<file path="src/rtl/load_store_master.sv">
// load_store_master
//   Multi-cycle load/store initiator between the CPU datapath and the
//   word-wide data memory / memory-mapped IO responder. The responder only
//   writes whole words, so byte and halfword stores are done as
//   read-modify-write.
//
// Ports
//   CLK, RESET             clock (rising edge), asynchronous active-high reset
//   ReqValid/ReqReady      CPU request handshake (ReqReady high only in IDLE)
//   ReqWrite, Funct3       1 = store; RISC-V width code (B, H, W, BU, HU)
//   Addr, StoreData        byte address, store data (low bits for sub-word)
//   RespValid              one-cycle completion pulse
//   LoadData               extended load result (0 for stores and faults)
//   Fault                  misaligned, illegal Funct3 or sub-word IO store
//   MemA, MemWD, MemWE     responder word address, write data, write enable
//   MemRD                  responder read data, combinational from MemA
//
// state | meaning
// IDLE  | ready for a request
// RD    | MemA driven, MemRD captured at the end of the cycle
// WR    | MemWE high for this single cycle
// RESP  | RespValid pulse, Fault = 0
// ERR   | RespValid pulse, Fault = 1, no memory access
module load_store_master #(
  parameter logic [31:0] IO_ADDR = 32'hFFFF_FFFC
) (
  input  logic        CLK,
  input  logic        RESET,
  input  logic        ReqValid,
  output logic        ReqReady,
  input  logic        ReqWrite,
  input  logic [2:0]  Funct3,
  input  logic [31:0] Addr,
  input  logic [31:0] StoreData,
  output logic        RespValid,
  output logic [31:0] LoadData,
  output logic        Fault,
  output logic [31:0] MemA,
  output logic [31:0] MemWD,
  output logic        MemWE,
  input  logic [31:0] MemRD
);

  typedef enum logic [2:0] {S_IDLE, S_RD, S_WR, S_RESP, S_ERR} state_t;

  state_t      state, state_nxt;
  logic [1:0]  lane_q;
  logic [2:0]  funct3_q;
  logic        write_q;
  logic [15:0] sdata_q;
  logic [31:0] word_q;
  logic        accept;
  logic        io_hit;
  logic        req_fault;
  logic [31:0] merged;
  logic [31:0] extended;
  logic [7:0]  rd_byte;
  logic [15:0] rd_half;

  assign accept = ReqValid && (state == S_IDLE);
  assign io_hit = ({Addr[31:2], 2'b00} == IO_ADDR);
  assign MemWD  = word_q;

  // The IO port only accepts whole-word writes, so sub-word stores there
  // are rejected rather than turned into a read-modify-write of an input.
  always_comb begin
    req_fault = 1'b0;
    case (Funct3)
      3'b000:  req_fault = ReqWrite && io_hit;
      3'b001:  req_fault = Addr[0] || (ReqWrite && io_hit);
      3'b010:  req_fault = (Addr[1:0] != 2'b00);
      3'b100:  req_fault = ReqWrite;
      3'b101:  req_fault = ReqWrite || Addr[0];
      default: req_fault = 1'b1;
    endcase
  end

  always_ff @(posedge CLK or posedge RESET) begin
    if (RESET) state <= S_IDLE;
    else       state <= state_nxt;
  end

  always_comb begin
    state_nxt = state;
    ReqReady  = 1'b0;
    MemWE     = 1'b0;
    case (state)
      S_IDLE: begin
        ReqReady = 1'b1;
        if (ReqValid) begin
          if (req_fault)                           state_nxt = S_ERR;
          else if (ReqWrite && Funct3 == 3'b010)   state_nxt = S_WR;
          else                                     state_nxt = S_RD;
        end
      end
      S_RD:    state_nxt = write_q ? S_WR : S_RESP;
      S_WR: begin
        MemWE     = 1'b1;
        state_nxt = S_RESP;
      end
      S_RESP:  state_nxt = S_IDLE;
      S_ERR:   state_nxt = S_IDLE;
      default: state_nxt = S_IDLE;
    endcase
  end

  assign rd_byte = MemRD[{lane_q, 3'b000} +: 8];
  assign rd_half = MemRD[{lane_q[1], 4'b0000} +: 16];

  // Replace the addressed lane of the word just read; funct3_q[0] set means halfword.
  always_comb begin
    merged = MemRD;
    if (funct3_q[0]) merged[{lane_q[1], 4'b0000} +: 16] = sdata_q;
    else             merged[{lane_q, 3'b000} +: 8]      = sdata_q[7:0];
  end

  always_comb begin
    case (funct3_q)
      3'b000:  extended = {{24{rd_byte[7]}}, rd_byte};
      3'b001:  extended = {{16{rd_half[15]}}, rd_half};
      3'b100:  extended = {24'h0, rd_byte};
      3'b101:  extended = {16'h0, rd_half};
      default: extended = MemRD;
    endcase
  end

  always_ff @(posedge CLK or posedge RESET) begin
    if (RESET) begin
      lane_q    <= 2'b00;
      funct3_q  <= 3'b000;
      write_q   <= 1'b0;
      sdata_q   <= 16'h0;
      word_q    <= 32'h0;
      MemA      <= 32'h0;
      RespValid <= 1'b0;
      Fault     <= 1'b0;
      LoadData  <= 32'h0;
    end else begin
      RespValid <= (state_nxt == S_RESP) || (state_nxt == S_ERR);
      Fault     <= (state_nxt == S_ERR);
      if (accept) begin
        lane_q   <= Addr[1:0];
        funct3_q <= Funct3;
        write_q  <= ReqWrite;
        sdata_q  <= StoreData[15:0];
        MemA     <= {Addr[31:2], 2'b00};
        // A full-word store goes straight to WR, so its data is staged here.
        word_q   <= StoreData;
      end
      if (state == S_RD) word_q <= write_q ? merged : MemRD;
      if (state_nxt == S_ERR)             LoadData <= 32'h0;
      else if (state == S_RD && !write_q) LoadData <= extended;
      else if (state == S_WR)             LoadData <= 32'h0;
    end
  end

endmodule

</file>
<file path="config.mk">
export PLATFORM = sky130hd
export DESIGN_NAME = load_store_master
export DESIGN_NICKNAME = d
export VERILOG_FILES = /design/src/rtl/load_store_master.sv
export SDC_FILE = /design/constraint.sdc
export NUM_CORES = 1
export LEC_CHECK = 0
export ABC_AREA = 1
export CAP_MARGIN = 30
export CORE_ASPECT_RATIO = 1.4
export CORE_MARGIN = 5
export CORE_UTILIZATION = 50
export CTS_CLUSTER_DIAMETER = 40
export DETAILED_ROUTE_END_ITERATION = 10
export PLACE_DENSITY = 0.86
export SLEW_MARGIN = 20
export SYNTH_ARGS = -nofsm -noshare
export SYNTH_HDL_FRONTEND = slang
export SYNTH_SLANG_ARGS = --single-unit
export TNS_END_PERCENT = 1
</file>
<file path="constraint.sdc">
create_clock -name CLK -period 5.6 [get_ports CLK]
set_input_delay 0.84 -clock CLK [delete_from_list [all_inputs] [get_ports CLK]]
set_output_delay 0.84 -clock CLK [all_outputs]
set_load 0.02 [all_outputs]
</file>
==> PnR_summary.wiki <==
{| class="wikitable"
! Metric !! Value
|-
| Detailed-routed wire length on met2 || 10410 µm
|-
| Leak Pwr || 4.116 nW
|-
| Maximum resistive drop on vdd || 356.9 µV
|-
| Dominant cell type by count on the critical path || sky130_fd_sc_hd__inv_2
|-
| Mean instance size in the synthesized netlist || 7.557 µm²
|-
| Floorplan die height || 142.4 µm
|-
| Top routing layer in use || met4
|-
| Clock tree from TritonCTS || yes
|-
| Proportion of power drawn by combinational gates || 0.504
|-
| Pin slew with the least headroom to its limit || 857.8 ps
|-
| Maximum frequency from static timing analysis || 360.8 MHz
|-
| Library cell occupying the most area in the post-synthesis netlist || sky130_fd_sc_hd__dfrtp_1
|-
| Rows || 48
|-
| Initial Utilization || 0.5082
|-
| Worst Setup Slack post-DPL || 2366 ps
|-
| Total length of routed wires || 21200 µm
|-
| Crit path cell chain || inv_2, nor3_4, buf_4, inv_2, nand2_1, o21ai_0, a21oi_1, o21bai_1
|-
| Part of the total power dissipated in sequential elements || 0.285
|-
| Total routing resource utilization after global routing || 0.2824
|-
| Length in cells of the worst reg-to-reg path || 8
|-
| Number of endpoints with negative hold slack in the final report || 0
|-
| Relative contribution of the clock network to total power || 0.211
|-
| Max Root-Sink Buffers || 2
|-
| Layout cells sized above 1 || 0.05664
|-
| Warning count from the yosys run || 0
|-
| Register cell area after layout || 3028 µm²
|-
| Top FF cell, synth || sky130_fd_sc_hd__dfrtp_1
|-
| Post-route setup slack || 2829 ps
|-
| RSZ-0062 raised after global routing || no
|-
| Result of the run || finished, final reports clean
|-
| Largest fanout on the critical path || 50
|-
| Number of gates given a new drive strength after cts || 0
|-
| Number of distinct library cells after synthesis || 37
|-
| Share of synthesized flip-flops with an asynchronous set or reset || 1.000
|-
| Antenna Diode Count || 0
|-
| Worst path required time || 5880 ps
|-
| PD cells || 622.9 nW/µm²
|-
| Number of synthesized register bits || 121
|-
| Post-detail-place hpwl || 15000 µm
|-
| Setup TNS Final || 0 ps
|-
| Weighted congestion reported at the end of routability-driven placement || 0.9237
|-
| Post-synth EDFFs || 0
|-
| Layout Nets || 1119
|-
| Number of endpoints failing setup at the final stage || 0
|-
| Final ANT Viol Nets || 0
|-
| Number of violations reported at the end of detailed-routing iteration 0 || 602
|-
| Clock latency of the later-clocked register in the worst-skew pair || 420 ps
|-
| Endpoint type of the worst setup path || register
|-
| Worst Path Class, Setup || reg -> reg
|-
| CP max-delay cell || sky130_fd_sc_hd__nand2_1
|-
| Max transition margin || 0.4273
|-
| Seq/Total Area, Yosys || 0.4839
|-
| First drt pass iteration count || 5
|-
| Number of antenna violations at the first check in global routing || 0
|-
| Post-CTS clock slew at the launch and capture registers of the worst setup and hold paths || 60 ps
|-
| Instance count along the most critical hold path || 2
|-
| Overflow after GRT || 0
|-
| Met3 wire len || 1971 µm
|-
| Area delta synth->final || 43.25%
|-
| Width of the chip || 104.5 µm
|-
| Avg WL per Cell || 18.06 µm
|-
| Die footprint || 14880 µm²
|-
| Per-cell via count in the routed design || 5.635
|-
| Tmin final || 2771 ps
|-
| Placed cells || 1141
|-
| Total of hold buffers inserted after clock tree synthesis || 0
|-
| Routed metal-1 wire length || 7793 µm
|-
| Clock Tree Root || sky130_fd_sc_hd__clkbuf_16
|-
| Maximum number of pins on one net before global-route repair || 61
|-
| Tightest Hold Check Type || reg -> reg
|-
| Layout filler cell count || 886
|-
| Vias in the first global route || 6659
|-
| Multi-input combinational cell area || 2808 µm²
|-
| Crit share post-route || 0.4949
|-
| Total design power || 5.584 mW
|-
| TritonCTS buffer count || 17
|-
| Post-detailed-route DRC marker count || 0
|-
| Top-area cell type share of the netlist area || 0.4839
|-
| Worst path max stage delay || 670 ps
|-
| Most numerous cell in the Yosys netlist || sky130_fd_sc_hd__nand2_1
|-
| Setup skew after layout || 6.217 ps
|-
| Switching Power || 2.431 mW
|-
| CTS sink count || 121
|-
| Leading post-synthesis cells by cell area || sky130_fd_sc_hd__dfrtp_1 48%, sky130_fd_sc_hd__nand2_1 17%, sky130_fd_sc_hd__nor2_1 5.3%, sky130_fd_sc_hd__a21oi_1 4.6%, sky130_fd_sc_hd__o21ai_0 4.3%
|-
| Max-capacitance violation count || 0
|-
| Leading cell types by count after synthesis || 288 x sky130_fd_sc_hd__nand2_1, 121 x sky130_fd_sc_hd__dfrtp_1, 89 x sky130_fd_sc_hd__nor2_1, 57 x sky130_fd_sc_hd__a21oi_1, 54 x sky130_fd_sc_hd__o21ai_0
|-
| Internal power || 3.153 mW
|-
| Sw Share || 0.4354
|-
| Area of the core || 12310 µm²
|-
| Count of buffers inserted at the top-level ports || 200
|-
| Cell count after synthesis || 828
|-
| Number of top-level pins || 203
|-
| Total vias in the final route || 6615
|-
| Number of buffers inserted by post-CTS setup repair || 0
|-
| Number of pins exceeding their max-slew limit in the final report || 0
|-
| Data arrival time at the worst-slack endpoint || 3050 ps
|-
| Post-synth design cell area || 6257 µm²
|-
| Category of the worst setup path launch point || register
|-
| Number of H-tree levels || 4
|-
| Filler-free cell count of the finished design || 1174
|-
| Wire length of the first global-routing pass || 33710 µm
|}
## metal layers
layer | vias up | GRT usage
met5 | - | 0
met1 | 3073 | 0.3292
met3 | 75 | 0.08080
li1 | 3077 | -
met4 | 0 | 0.1473
met2 | 390 | 0.4728
## cell type report
class	count	area share
timing repair buffer	207	0.2328
clock buffer	18	0.04899
clock inverter	14	0.02192
tap	150	0.02094
sequential	121	0.3378
multi-input combinational	607	0.3132
inverter	57	0.02429
## power by group through the flow
stage	combinational [mW]	clock, mW	sequential (mW)
3_3_place_gp	2.68	0	1.58
3_5_place_dp	2.76	0	1.58
2_1_floorplan	1.36	0	1.88
5_1_grt	3.06	1.22	1.64
6_report	2.81	1.18	1.59
4_1_cts	2.80	1.19	1.58
## path summary, 6_finish.rpt
kind | start | endpoint | slack (ps)
setup / recovery | state[0] | MemWD[30] | 2830
max in group asynchronous | RESET | MemWD[24] | 3870
min in group asynchronous | RESET | MemA[16] | 830
setup reg to reg | state[0] | MemWD[30] | 2830
hold reg to reg | MemA[10] | MemA[10] | 480
hold / removal | MemA[10] | MemA[10] | 480
## cell usage in the layout (no fill, tap or decap), types with 5 or more instances in the layout
master / synthesis / routed
sky130_fd_sc_hd__o211ai_1: 8 / 8
sky130_fd_sc_hd__a21oi_1: 57 / 57
sky130_fd_sc_hd__o21a_1: 8 / 8
sky130_fd_sc_hd__clkbuf_16: 0 / 17
sky130_fd_sc_hd__o22ai_1: 16 / 16
sky130_fd_sc_hd__ha_1: 5 / 5
sky130_fd_sc_hd__o21ai_0: 54 / 54
sky130_fd_sc_hd__clkdlybuf4s50_1: 0 / 200
sky130_fd_sc_hd__dfrtp_1: 121 / 121
sky130_fd_sc_hd__a31oi_1: 8 / 8
sky130_fd_sc_hd__o21bai_1: 7 / 7
sky130_fd_sc_hd__inv_2: 6 / 6
sky130_fd_sc_hd__a22oi_1: 8 / 8
sky130_fd_sc_hd__buf_4: 3 / 5
sky130_fd_sc_hd__nor2_1: 89 / 89
sky130_fd_sc_hd__inv_1: 50 / 49
sky130_fd_sc_hd__nor3_1: 9 / 9
sky130_fd_sc_hd__nand3_1: 22 / 22
sky130_fd_sc_hd__nand2_1: 288 / 287
sky130_fd_sc_hd__a32oi_1: 9 / 9
## cells by family after synthesis
kind of cell    count (synthesis)  share of synthesized area
buf+inv                       101                    0.06838
simple gates                  416                     0.2634
fa+ha+maj                       5                   0.009998
flops                         121                     0.4839
compound gates                184                     0.1738
other cells                     1                  0.0005993
## critical path, delay by kind of cell, from the launching register on
family | cells | cell delay [ps]
buffers and inverters | 3 | 980
AND/OR/NAND/NOR | 2 | 710
AO/OA/AOI/OAI | 3 | 500
flip-flops | 1 | 430
## registers in the layout, indices dropped and copies added (netlist names)
register	flops
Fault	1
LoadData	32
MemA	30
MemWD	32
RespValid	1
funct3_q	3
lane_q	2
sdata_q	16
state	3
write_q	1
## through the flow
| stage | instance area, µm² | hold slack [ps] | utilization |
|---|---|---|---|
| after floorplan | 6261 | 471.3 | - |
| after global placement | 8280 | 461.3 | 0.6726 |
| after detailed placement | 8308 | 465.6 | 0.6748 |
| after CTS | 8944 | 482.1 | 0.7264 |
| after global routing | 8964 | 501.9 | 0.7280 |
| final | 8964 | 479.9 | 0.7280 |
Power figures use the tool's default switching activity.
